### config.mk
export PLATFORM = sky130hd
export DESIGN_NAME = regfile_pp
export DESIGN_NICKNAME = d
export VERILOG_FILES = /design/src/rtl/regfile_pp_pkg.sv /design/src/rtl/regfile_pp_bank.sv /design/src/rtl/regfile_pp.sv
export SDC_FILE = /design/constraint.sdc
export NUM_CORES = 1
export LEC_CHECK = 0
export ABC_AREA = 1
export CORE_AREA = 2 2 229 141
export CTS_CLUSTER_SIZE = 28
export DETAILED_ROUTE_END_ITERATION = 16
export DIE_AREA = 0 0 231 143
export GPL_ROUTABILITY_DRIVEN = 0
export GPL_TIMING_DRIVEN = 0
export HOLD_SLACK_MARGIN = 0.05
export PLACE_DENSITY = 0.8
export SETUP_SLACK_MARGIN = 0.1
export SLEW_MARGIN = 20
export SYNTH_ARGS = -nofsm -noshare
export SYNTH_HDL_FRONTEND = slang
export SYNTH_HIERARCHICAL = 1
export SYNTH_SLANG_ARGS = --single-unit
### constraint.sdc
create_clock -name clk -period 1.8 [get_ports clk]
set_input_delay 0.36 -clock clk [delete_from_list [all_inputs] [get_ports clk]]
set_output_delay 0.36 -clock clk [all_outputs]
set_load 0.01 [all_outputs]
### src/rtl/regfile_pp_pkg.sv
// Shared types and constants for the ping-pong operand register file.
// Default geometry lives here; the modules carry matching overridable parameters.
package regfile_pp_pkg;

  localparam int unsigned DefWidth = 16;
  localparam int unsigned DefLanes = 4;
  localparam int unsigned DefWch   = 2;
  localparam int unsigned DefRd    = 2;

  typedef logic bsel_t;

  typedef logic [DefWidth-1:0] word_t;
  typedef word_t [DefLanes-1:0] vec_t;

  // One slot per vector write channel plus one for the config word.
  function automatic int unsigned num_slots(input int unsigned nwch);
    return nwch + 1;
  endfunction

endpackage

### src/rtl/regfile_pp_bank.sv
// One operand bank: per-channel vector storage, a config slot and the slot valid mask.
// all_valid reports that the mask would be all-ones after this cycle's writes.
module regfile_pp_bank
  import regfile_pp_pkg::*;
#(
  parameter int unsigned WIDTH     = DefWidth,
  parameter int unsigned NUM_LANES = DefLanes,
  parameter int unsigned NUM_WCH   = DefWch
) (
  input  logic                                          clk,
  input  logic                                          reset,
  input  logic [NUM_WCH:0]                              wen,
  input  logic [NUM_WCH-1:0][NUM_LANES-1:0][WIDTH-1:0]  wdata,
  input  logic [WIDTH-1:0]                              cfg_wdata,
  input  logic                                          clear,
  output logic [NUM_WCH:0]                              mask,
  output logic                                          all_valid,
  output logic [NUM_WCH*NUM_LANES:0][WIDTH-1:0]         rdata
);

  localparam int unsigned NumSlots = num_slots(NUM_WCH);

  logic [NUM_WCH-1:0][NUM_LANES-1:0][WIDTH-1:0] ch_q;
  logic [WIDTH-1:0]                             cfg_q;
  logic [NumSlots-1:0]                          mask_q;

  always_ff @(posedge clk) begin
    if (!reset) begin
      ch_q   <= '0;
      cfg_q  <= '0;
      mask_q <= '0;
    end else begin
      // Data is still captured on the completing edge; only the mask is cleared.
      if (clear) mask_q <= '0;
      else       mask_q <= mask_q | wen;
      for (int unsigned c = 0; c < NUM_WCH; c++) begin
        if (wen[c]) ch_q[c] <= wdata[c];
      end
      if (wen[NUM_WCH]) cfg_q <= cfg_wdata;
    end
  end

  assign mask      = mask_q;
  assign all_valid = &(mask_q | wen);
  assign rdata     = {cfg_q, ch_q};

endmodule

### src/rtl/regfile_pp.sv
// Double-buffered operand register file: writers fill one bank while readers drain the other.
// Define REGFILE_PP_CFG_STICKY_EN to hold config in a shadow register copied into each bank.
module regfile_pp
  import regfile_pp_pkg::*;
#(
  parameter int unsigned WIDTH     = DefWidth,
  parameter int unsigned NUM_LANES = DefLanes,
  parameter int unsigned NUM_WCH   = DefWch,
  parameter int unsigned NUM_RD    = DefRd
) (
  input  logic                                          clk,
  input  logic                                          reset,
  input  logic [NUM_WCH-1:0]                            w_vld,
  input  logic [NUM_WCH-1:0][NUM_LANES-1:0][WIDTH-1:0]  w_data,
  output logic [NUM_WCH-1:0]                            w_rdy,
  input  logic                                          cfg_vld,
  input  logic [WIDTH-1:0]                              cfg_data,
  output logic                                          cfg_rdy,
  output logic [NUM_WCH*NUM_LANES:0][WIDTH-1:0]         r_data,
  output logic [NUM_RD-1:0]                             r_vld,
  input  logic [NUM_RD-1:0]                             r_done,
  output logic [1:0]                                    bank_full
);

  localparam int unsigned NumSlots = num_slots(NUM_WCH);
  localparam int unsigned NumWords = NUM_WCH * NUM_LANES + 1;

  logic              run_q;
  logic [1:0]        full_q, full_d;
  bsel_t             wsel_q, rsel_q;
  logic [NUM_RD-1:0] done_seen_q, done_acc;

  logic [1:0][NumSlots-1:0]            bank_wen, bank_mask;
  logic [1:0]                          bank_all, wsel_oh;
  logic [1:0][NumWords-1:0][WIDTH-1:0] bank_rdata;

  logic [NumSlots-1:0] wen, wmask;
  logic [WIDTH-1:0]    cfg_slot;
  logic                wr_open, complete, drain_done;

  assign wsel_oh = {wsel_q, ~wsel_q};
  assign wmask   = bank_mask[wsel_q];
  // run_q keeps every ready low while in reset without a reset-to-ready combinational path.
  assign wr_open = run_q & ~full_q[wsel_q];

  assign w_rdy              = {NUM_WCH{wr_open}} & ~wmask[NUM_WCH-1:0];
  assign wen[NUM_WCH-1:0]   = w_vld & w_rdy;

`ifdef REGFILE_PP_CFG_STICKY_EN
  logic [WIDTH-1:0] shadow_q;
  logic             shadow_vld_q;

  always_ff @(posedge clk) begin
    if (!reset) begin
      shadow_q     <= '0;
      shadow_vld_q <= 1'b0;
    end else if (cfg_vld && cfg_rdy) begin
      shadow_q     <= cfg_data;
      shadow_vld_q <= 1'b1;
    end
  end

  // The config slot tracks the shadow, so it holds the shadow value at completion.
  assign cfg_rdy      = run_q;
  assign wen[NUM_WCH] = wr_open & shadow_vld_q;
  assign cfg_slot     = shadow_q;
`else
  assign cfg_rdy      = wr_open & ~wmask[NUM_WCH];
  assign wen[NUM_WCH] = cfg_vld & cfg_rdy;
  assign cfg_slot     = cfg_data;
`endif

  for (genvar b = 0; b < 2; b++) begin : g_bank
    assign bank_wen[b] = wsel_oh[b] ? wen : '0;

    regfile_pp_bank #(
      .WIDTH    (WIDTH),
      .NUM_LANES(NUM_LANES),
      .NUM_WCH  (NUM_WCH)
    ) u_bank (
      .clk      (clk),
      .reset    (reset),
      .wen      (bank_wen[b]),
      .wdata    (w_data),
      .cfg_wdata(cfg_slot),
      .clear    (wsel_oh[b] & complete),
      .mask     (bank_mask[b]),
      .all_valid(bank_all[b]),
      .rdata    (bank_rdata[b])
    );
  end

  assign complete   = bank_all[wsel_q];
  assign r_vld      = {NUM_RD{full_q[rsel_q]}} & ~done_seen_q;
  assign done_acc   = r_done & r_vld;
  assign drain_done = full_q[rsel_q] & (&(done_seen_q | done_acc));
  assign r_data     = full_q[rsel_q] ? bank_rdata[rsel_q] : '0;
  assign bank_full  = full_q;

  // Completion needs an empty write bank and release a full read bank, so they never collide.
  always_comb begin
    full_d = full_q;
    if (complete)   full_d[wsel_q] = 1'b1;
    if (drain_done) full_d[rsel_q] = 1'b0;
  end

  always_ff @(posedge clk) begin
    if (!reset) begin
      run_q       <= 1'b0;
      full_q      <= '0;
      wsel_q      <= 1'b0;
      rsel_q      <= 1'b0;
      done_seen_q <= '0;
    end else begin
      run_q  <= 1'b1;
      full_q <= full_d;
      if (complete)   wsel_q <= ~wsel_q;
      if (drain_done) rsel_q <= ~rsel_q;
      done_seen_q <= drain_done ? '0 : (done_seen_q | done_acc);
    end
  end

endmodule

Word level (Yosys, flattened, before mapping). Cells that the tools add are included. W data, S select, Z words.

Muxes and demuxes: 20. Reductions and logical operators: 8. $lt $le $gt $ge: 4. Bitwise logic cells: 23.

Operator list (count): $mux W144 (3); $mux W3 (4); $and A2 B2 Y2 (5); $mux W1 (9); $and A1 B1 Y1 (6); $not A2 Y2 (3); $or A3 B3 Y3 (2); $reduce_and A3 Y1 (2); $reduce_or A2 Y1 (3); $not A1 Y1 (5); $lt A1 B2 Y1 const B (2); $mux W2 (2); $or A2 B2 Y2 (2); $demux W1 S1 (2); $ge A1 B1 Y1 const B (2); $logic_and A1 B1 Y1 (2); $reduce_and A2 Y1 (1).

Bits of input ports: 151. Logic and storage cells: 80. Flip-flop bits (word level): 301. Output and inout bits: 151.

Longest topological paths before layout.
Depth after elaboration: 14. Mapped depth: 19. Mapped depth without buffers: 16.

Cells and area by module. Netlist, hierarchy kept.

Modules (own cells, without submodules): regfile_pp_bank (seq. area each 2942.8 sq um, cells each 640, times used 2, area each 5350.1 sq um); regfile_pp (seq. area each 140.1 sq um, cells each 836, times used 1, area each 3355.7 sq um).

Least setup slack after synthesis. No wires, ideal clock.

Kind: register to register. Start: reg wsel_q. End: reg g_bank[0].u_bank.mask_q[2]. Path buffers: 2. Setup time: 116 ps. Data required time: 1684 ps. Data arrival time: 1941 ps. Path slack: -257 ps. Stages on the path, launching flop included: 15. Cell sequence: dfxtp_1 buf_4 inv_1 a21oi_1 and2_1 nand2_1 nor2_1 buf_2 nor2_1 nor2_1 inv_1 nor2_1 inv_1 nand2_1 nor2_1.

RTL lines: from (decl) (RTL line regfile_pp.sv:30) `bsel_t wsel_q, rsel_q;`; from (signal assigned) (RTL line regfile_pp.sv:117) `if (complete) wsel_q <= ~wsel_q;`; to (signal assigned) (RTL line regfile_pp_bank.sv:35) `else mask_q <= mask_q | wen;`; to (decl) (RTL line regfile_pp_bank.sv:25) `logic [NumSlots-1:0] mask_q;`.

==> impl_metrics.yaml <==
global_routing:
  gr-total-overflow: 0
  antenna_found_initial: 1
  grt.total_usage: 0.2834
  grt_pass1_wl_um: 74710
  grt_max_degree: 16
  grt_pass1_vias: 14207
sta:
  fin_ws_ns: -0.4597
  relSlewSlack: 0.4245
  fin_crit_ns: 2.260
  skew_ns: 0.02208
  drv_slew: 0
  clock.fmax_mhz: 442.5
  tns_ns: -88.07
  finalCritPeriodShare: 1.255
  rsz0062_at_grt: "true"
  hold_violations: 0
  tightest_slew_ns: 0.8633
  finalSetupViolCount: 392
run:
  cap_violations: 0
cts:
  ctsHtreeMaxLevel: 1
  cts_tree: "done"
  cts_sinks: 301
  hold_buffers: 0
  cts_root_buffer: "clkbuf_16"
  cts_buffers: 29
  clkTransAtPathRegs_ns: 0.07
  cts_buffer_depth: 3
  clock_latency_ns: 0.57
setup_path:
  crit_fanout: 7
  reg2reg_from: "wsel_q"
  r2r_slack_ns: -0.33
  cp-end-kind: "output pin"
  rr_endpoint: "g_bank[0].u_bank/rdata[30]"
  worst_ep_required_time_ns: 1.44
  worstRegToRegCells: 15
  worst_ep_arrival_time_ns: 1.90
  crit_path_start_kind: "flip-flop"
  critPathKind: "reg2out"
layout:
  fin_nets: 2652
  layoutNonFillerInstCount: 2940
  drive_above_1_share: 0.2497
  area_delta_synth_final_pct: 40.63
  final_util: 0.6422
  design_area_um2: 19770
  fill_cells: 2617
synthesis:
  ys_seq_elements: 301
  synth_area_um2: 14060
  yosysSeqAreaShare: 0.4287
  syn_inst: 2116
  ys_types: 23
  synth_fp_nets: 2267
  avgSynthCellArea_um2: 6.643
  yosysWarnings: 6
place:
  pre_cts_slack_ns: -0.5565
  place_inst: 2833
  dpl_cell_area_um2: 17690
  hpwl_um: 33800
  portBuffers: 301
power_and_ir_drop:
  powerDensity_nw_per_um2: 812.0
  p_leak_nw: 10.65
  irDropWorstVdd_mv: 0.5782
drt:
  wire_per_inst_um: 16.66
  first_pass_iters: 6
  drt-total-wl_um: 48990
  drcViolationCount: 0
  drt-initial-drc-count: 1478
  num_vias: 15040
  ant_nets: 0
  post_drt_via_cell_ratio: 5.116
worst_hold_path:
  min_path_type: "in2reg"
  hold_path_end: "g_bank[1].u_bank/rdata[39]"
  min_from: "w_data[39]"
  holdPathStages: 3
outcome:
  violations: "setup timing"
  status: "finished, violations left"
floorplanning:
  row_count: 50
  initial_utilization: 0.4567
  die_h_um: 143
  dieArea_um2: 33030
  design.core.area_um2: 30780
  pin_count: 302
  die_w_um: 231
[power breakdown]
part | total (mW) | internal (mW) | switching [mW] | leakage, nW
Clock | 6.64 | 3.88 | 2.76 | 0.514
Combinational | 2.24 | 1.01 | 1.23 | 7.68
Sequential | 7.17 | 7.00 | 0.167 | 2.45
[state kept, by name, indices dropped and copies added (netlist names)]
register,flops
rsel_q,1
done_seen_q,2
wsel_q,1
bank_full,2
run_q,1
g_bank.u_bank/cfg_q,32
g_bank.u_bank/rdata,256
g_bank.u_bank/mask,6
[layout by cell type (no fill, tap or decap), drive strengths merged]
master,synthesis,routed
bufinv,0,5
o21ai,288,288
clkinvlp,0,1
a21boi,3,3
buf,101,257
nand3b,1,1
clkdlybuf4s15,0,2
clkinv,0,9
dfxtp,301,301
dlygate4sd2,0,14
nand3,4,4
inv,168,171
a21oi,7,7
nand2,602,602
clkbuf,40,105
a2bb2oi,1,1
diode,0,1
clkdlybuf4s50,0,152
a211oi,1,1
and2,3,3
nor2,596,596
[metal layers]
metal  GRT usage  up-vias  wire length, um
li1            -     7193                -
met1      0.4010     7063            21820
met2      0.4424      699            21500
met3     0.05072       85             4447
met4     0.08081        0             1215
met5           0        -                0
[synthesized netlist by cell type]
| master | instances | area (um^2) |
|---|---|---|
| nand2_1 | 602 | 2260 |
| nor2_1 | 480 | 1802 |
| dfxtp_1 | 301 | 6026 |
| o21ai_0 | 288 | 1441 |
| inv_1 | 163 | 611.8 |
| nor2_2 | 116 | 725.7 |
| buf_2 | 62 | 310.3 |
| clkbuf_1 | 20 | 75.07 |
| clkbuf_2 | 20 | 100.1 |
| buf_6 | 18 | 202.7 |
| buf_12 | 12 | 240.2 |
| buf_4 | 5 | 37.54 |
| a21oi_2 | 4 | 35.03 |
| buf_8 | 4 | 60.06 |
| inv_4 | 4 | 25.02 |
| nand3_1 | 4 | 20.02 |
| a21boi_0 | 3 | 22.52 |
| a21oi_1 | 3 | 15.01 |
| and2_1 | 3 | 18.77 |
| a211oi_1 | 1 | 7.510 |
| a2bb2oi_1 | 1 | 8.760 |
| inv_2 | 1 | 3.750 |
| nand3b_1 | 1 | 7.510 |
[how the worst max path moves through the flow]
stage / from / end / slack (ns) / cells past startpoint
detailed placement: reset / g_bank[1].u_bank/cfg_q[0] / -0.56 / 5
finish: rsel_q / r_data[129] / -0.46 / 10
global route: rsel_q / r_data[100] / -0.52 / 10
floorplan: wsel_q / g_bank[0].u_bank/mask[2] / -0.09 / 18
CTS: rsel_q / r_data[78] / -0.50 / 10
global placement: bank_full[0] / r_data[94] / -0.55 / 7
[kinds of logic (layout without fill, tap and decap cells)]
group,Yosys count,in the layout,share of synthesized area
other,0,1,0
AO/OA/AOI/OAI,300,300,0.1089
AND/OR/NAND/NOR,1206,1206,0.3439
flip-flops,301,301,0.4287
buffers and inverters,309,716,0.1186
[critical path, cell delays in order (launching register included)]
cell	delay, ns
dfxtp_4	0.42
inv_6	0.06
nand2_4	0.07
nand2_4	0.08
buf_12	0.15
buf_8	0.13
buf_6	0.12
buf_6	0.11
nand2_4	0.05
inv_2	0.04
buf_6	0.11
[repair_timing]
| action | CTS | global route |
|---|---|---|
| setup endpoints to repair | 445 | 448 |
| pin swaps | 1 | 19 |
| resized for setup | 658 | 249 |
| gates cloned | 7 | 2 |
| endpoints found under the hold margin | 0 | 0 |
| buffers inserted | 17 | 29 |
[through the flow]
step | hold WS (ns) | total power, mW
2_1_floorplan | 0.3877 | 8.312
3_3_place_gp | 0.4696 | 9.130
3_5_place_dp | 0.4771 | 9.193
4_1_cts | 0.3766 | 15.90
5_1_grt | 0.4048 | 16.59
6_report | 0.4067 | 16.05
[final cells by class]
type                            instances  area [um^2]  area share
Antenna cell                            1        2.502   0.0001266
Buffer                                141         1489     0.07533
Timing Repair Buffer                  354         3194      0.1616
Inverter                              168        660.6     0.03342
Multi-Input combinational cell       1506         6837      0.3459
Clock buffer                           35        798.3     0.04038
Sequential cell                       301         6036      0.3054
Tap cell                              416        520.5     0.02633
Clock inverter                         18        229.0     0.01158
No activity file was read; power rests on OpenSTA's default activity.
